[src/rtl/pipe_rca.sv]
// pipe_rca: STAGES-deep pipelined ripple-carry adder/subtractor with valid/ready flow control.
// Define PIPE_RCA_OVF_EN to add the registered signed-overflow output ovf.
module pipe_rca #(
    parameter int unsigned WIDTH  = 16,
    parameter int unsigned STAGES = 4
) (
    input  logic             clk,
    input  logic             rst_n,
    input  logic [WIDTH-1:0] a,
    input  logic [WIDTH-1:0] b,
    input  logic             Cin,
    input  logic             sub,
    input  logic             in_valid,
    output logic             in_ready,
    output logic [WIDTH-1:0] sum,
    output logic             Cout,
`ifdef PIPE_RCA_OVF_EN
    output logic             ovf,
`endif
    output logic             out_valid,
    input  logic             out_ready
);
    localparam int unsigned SLICE = WIDTH / STAGES;

    logic [WIDTH-1:0] r_a [STAGES];
    logic [WIDTH-1:0] r_b [STAGES];
    logic [WIDTH-1:0] r_s [STAGES];
    logic             r_c [STAGES];
    logic             r_v [STAGES];

    logic [WIDTH-1:0] w_a    [STAGES];
    logic [WIDTH-1:0] w_b    [STAGES];
    logic [WIDTH-1:0] w_s    [STAGES];
    logic             w_ci   [STAGES];
    logic             w_co   [STAGES];
    logic             w_vin  [STAGES];
    logic             w_load [STAGES];
    logic             w_rc;
    logic             w_x;
    logic             w_y;
`ifdef PIPE_RCA_OVF_EN
    logic             w_ovf;
`endif

    // A stage may load when it is empty or its contents move on this edge.
    always_comb begin : flow
        w_load[STAGES-1] = !r_v[STAGES-1] || out_ready;
        for (int unsigned j = 0; j + 1 < STAGES; j++) begin
            w_load[STAGES-2-j] = !r_v[STAGES-2-j] || w_load[STAGES-1-j];
        end
        w_vin[0] = in_valid;
        for (int unsigned k = 1; k < STAGES; k++) begin
            w_vin[k] = r_v[k-1];
        end
    end

    assign in_ready = w_load[0];

    always_comb begin : datapath
        w_rc = 1'b0;
        w_x  = 1'b0;
        w_y  = 1'b0;
`ifdef PIPE_RCA_OVF_EN
        w_ovf = 1'b0;
`endif
        w_a[0]  = a;
        w_b[0]  = sub ? ~b : b;
        w_s[0]  = '0;
        w_ci[0] = sub ? ~Cin : Cin;
        for (int unsigned k = 1; k < STAGES; k++) begin
            w_a[k]  = r_a[k-1];
            w_b[k]  = r_b[k-1];
            w_s[k]  = r_s[k-1];
            w_ci[k] = r_c[k-1];
        end
        // Each stage ripples its own slice and overwrites only those sum bits.
        for (int unsigned k = 0; k < STAGES; k++) begin
            w_rc = w_ci[k];
            for (int unsigned i = 0; i < SLICE; i++) begin
                w_x = w_a[k][k*SLICE + i];
                w_y = w_b[k][k*SLICE + i];
                w_s[k][k*SLICE + i] = w_x ^ w_y ^ w_rc;
`ifdef PIPE_RCA_OVF_EN
                if (k*SLICE + i == WIDTH-1) begin
                    w_ovf = w_rc ^ ((w_x & w_y) | (w_rc & (w_x ^ w_y)));
                end
`endif
                w_rc = (w_x & w_y) | (w_rc & (w_x ^ w_y));
            end
            w_co[k] = w_rc;
        end
    end

    always_ff @(posedge clk) begin
        if (!rst_n) begin
            for (int unsigned k = 0; k < STAGES; k++) begin
                r_v[k] <= 1'b0;
            end
            r_s[STAGES-1] <= '0;
            r_c[STAGES-1] <= 1'b0;
`ifdef PIPE_RCA_OVF_EN
            ovf <= 1'b0;
`endif
        end else begin
            for (int unsigned k = 0; k < STAGES; k++) begin
                if (w_load[k]) begin
                    r_v[k] <= w_vin[k];
                    r_a[k] <= w_a[k];
                    r_b[k] <= w_b[k];
                    r_s[k] <= w_s[k];
                    r_c[k] <= w_co[k];
                end
            end
`ifdef PIPE_RCA_OVF_EN
            if (w_load[STAGES-1]) begin
                ovf <= w_ovf;
            end
`endif
        end
    end

    assign sum       = r_s[STAGES-1];
    assign Cout      = r_c[STAGES-1];
    assign out_valid = r_v[STAGES-1];

endmodule

[config.mk]
export PLATFORM = sky130hd
export DESIGN_NAME = pipe_rca
export DESIGN_NICKNAME = d
export VERILOG_FILES = /design/src/rtl/pipe_rca.sv
export SDC_FILE = /design/constraint.sdc
export NUM_CORES = 1
export LEC_CHECK = 0
export BUFFER_PORTS_ARGS = -buffer_cell sky130_fd_sc_hd__buf_2
export CAP_MARGIN = 20
export CORE_ASPECT_RATIO = 0.8
export CORE_MARGIN = 3
export CORE_UTILIZATION = 35
export DETAILED_ROUTE_END_ITERATION = 6
export GPL_TIMING_DRIVEN = 0
export MAX_ROUTING_LAYER = met4
export SLEW_MARGIN = 20
export SYNTH_ARGS = -nofsm -noshare
export SYNTH_HDL_FRONTEND = slang
export SYNTH_SLANG_ARGS = --single-unit
[constraint.sdc]
create_clock -name clk -period 2.7 [get_ports clk]
set_input_delay 0.135 -clock clk [delete_from_list [all_inputs] [get_ports clk]]
set_output_delay 0.135 -clock clk [all_outputs]
set_load 0.1 [all_outputs]
==> impl_metrics.tcl <==
set metrics [dict create \
    status "complete, no violations" \
    die_area_sq_um 12100 \
    synth_area_sq_um 3770 \
    dr_wl_met3_um 293 \
    cts_tree "done" \
    critPathKind "register to register" \
    place_inst 397 \
    syn2layout_area_growth_pct 22.8 \
    final_hold_viol_count 0 \
    crit_chain "inv_1 -> fa_1 -> inv_1 -> fa_1 -> fa_1 -> fa_1 -> and3b_1" \
    antenna_cells 0 \
    required_ps 2780 \
    insertion_delay_ps 320 \
    hpwlAfterDp_um 3620 \
    place.gp.congestion 0.659 \
    crit_cells 7 \
    critical_path.most_common_cell "fa_1" \
    cts_resized 0 \
    hp-class "input pin to register" \
    fin_crit_ps 2390 \
    clock_skew_ps 5.23 \
    ys_ff_latch 96 \
    die_w_um 122 \
    routed-wl-met2_um 2190 \
    cts_root_buffer "clkbuf_16" \
    r2r_start "r_a[2][12]$_DFFE_PP_" \
    cts_sinks 96 \
    endpoint_kind "register" \
    path_buf_inv 2 \
    grt_pass1_wl_um 8160 \
    htree_levels 3 \
    place_ws_ps 113 \
    hold_ws_ps 109 \
    antenna_found_initial 0 \
    fin_ws_ps 311 \
    dr.pass1.iters 4 \
    ys_warn_count 0 \
    leakagePower_uw 0.00191 \
    finalPower_uw 3420 \
    setup_tns_ps 0 \
    grtUsageTotal_pct 9.24 \
    rr_endpoint "r_s[3][15]$_SDFFCE_PN0P_" \
    clk_path_buf_depth 2 \
    slowest_delay_ps 460 \
    cts_buffers 9 \
    critPathMaxFanout 1 \
    drtIter0Drc 86 \
    power_density_nw_per_um2 739 \
    ios 57 \
    syn_inst 202 \
    setup_viol 0 \
    crit_path_start "r_a[2][12]$_DFFE_PP_" \
    grt_max_degree 26 \
    whs_path_depth 2 \
    core_sq_um 10400 \
    drive_gt1_share_pct 27.9 \
    io_buffers 54 \
    drc_errors 0 \
    vias_per_cell 3.95 \
    fin_cells 423 \
    slew_headroom_pct 38.9 \
    arrival_ps 2470 \
    syn-mean-instance-area_sq_um 18.7 \
    fin_nets 334 \
    vdd_drop_max_v 0.000377 \
    final_max_slew_viol_count 0 \
    postCtsSetupBuffers 0 \
    syn_nets 256 \
    final_common_cell "edfxtp_1" \
    maxCapViolCount 0 \
    gr-total-overflow 0 \
    fillCellCount 939 \
    rsz0062_at_grt "no" \
    wl_per_cell_um 12.0 \
    met1_length_um 2590 \
    synth_seq_area_share_pct 76.4 \
    endpoint "r_s[3][15]$_SDFFCE_PN0P_" \
    slowest_stage "fa_1" \
    critPathLaunchType "register" \
    initial_utilization_pct 36.4 \
    highest_layer "met4" \
    finalCritPeriodShare_pct 88.5 \
    die_h_um 98.8 \
    clk_pin_slew_ps 60 \
    row_count 33 \
    vias 1672 \
    max_freq_mhz 419 \
    ys_types 22 \
    layout_common_cells "96 x edfxtp_1, 58 x buf_2, 31 x inv_1" \
    regToRegSetupSlack_ps 310 \
    antenna_left 0 \
    wl_um 5090 \
    reg2reg_depth 7 \
    grt_pass1_vias 1648 \
    tightest_slew_ps 916 \
    crit_family "adder cells" \
]
[kinds of logic after synthesis]
kind of cell | Yosys count | share of synthesized area (%)
and+or+nand+nor | 32 | 6.20
DFF | 96 | 76.4
xor gates and xnor gates | 17 | 3.95
AOI/OAI and AO/OA | 2 | 0.531
adders and majority gates | 16 | 8.49
buffers and inverters | 39 | 4.38
[metrics by stage]
stage	cell area (sq um)	utilization, %
after CTS	4630	44.7
after global routing	4630	44.7
after floorplan	3770	-
final	4630	44.7
after detailed placement	4260	41.1
after global placement	4220	40.7
[how the worst min path moves through the flow]
stage,startpoint,to
global route,b[4],r_b[0][4]$_DFFE_PP_
detailed placement,a[11],r_a[0][11]$_DFFE_PP_
CTS,b[4],r_b[0][4]$_DFFE_PP_
floorplan,a[10],r_a[0][10]$_DFFE_PP_
finish,b[4],r_b[0][4]$_DFFE_PP_
global placement,a[11],r_a[0][11]$_DFFE_PP_
[report_power, final]
group / internal, uW / switching, uW / leakage [uW] / total (uW)
sequential: 1840 / 43.2 / 0.000978 / 1880
clock: 608 / 469 / 0.000118 / 1080
combinational: 131 / 337 / 0.000815 / 468
[layer usage]
layer | GRT usage (%) | vias up
met5 | - | -
met1 | 13.0 | 768
met4 | 3.61 | 0
li1 | - | 850
met3 | 3.16 | 3
met2 | 12.3 | 51
[worst reg2reg max path, cell delays in order (launching register included)]
cell      delay [ps]
edfxtp_1         350
inv_1             90
fa_1             170
inv_1             60
fa_1             410
fa_1             430
fa_1             460
and3b_1          170
[synthesized netlist by cell type]
| library cell | number | area share (%) |
|---|---|---|
| a21boi_2 | 1 | 0.30 |
| a21oi_2 | 1 | 0.23 |
| and2_1 | 1 | 0.17 |
| and3_1 | 1 | 0.17 |
| and3b_1 | 17 | 3.9 |
| and4b_1 | 1 | 0.27 |
| buf_2 | 4 | 0.53 |
| buf_4 | 1 | 0.20 |
| buf_6 | 1 | 0.30 |
| clkbuf_2 | 2 | 0.27 |
| edfxtp_1 | 96 | 76 |
| fa_1 | 16 | 8.5 |
| inv_1 | 31 | 3.1 |
| nand2_1 | 5 | 0.50 |
| nand3_1 | 2 | 0.27 |
| nand3b_1 | 1 | 0.20 |
| nor2_1 | 1 | 0.099 |
| nor2b_1 | 1 | 0.17 |
| nor2b_2 | 1 | 0.23 |
| nor3b_1 | 1 | 0.20 |
| xnor2_1 | 4 | 0.93 |
| xor2_1 | 13 | 3.0 |
[sequential cells by signal (all words and copies together), names as in the netlist]
signal	count
r_a	24
r_b	24
r_c	4
r_s	40
r_v	4
[timing repair]
item                                   CTS  global route
hold buffers                            12             0
setup endpoints to repair                0             0
endpoints found under the hold margin   12             0
[cell type report]
cell class	instances	area [sq um]	share of cell area (%)
timing repair buffer	67	418	9.02
sequential	96	2880	62.2
clock buffer	10	229	4.94
tap	140	175	3.78
buffer	8	48.8	1.05
multi-input combinational	67	738	15.9
inverter	31	116	2.51
clock inverter	4	23.8	0.513
Note: power is estimated with default switching activity, not from simulation.
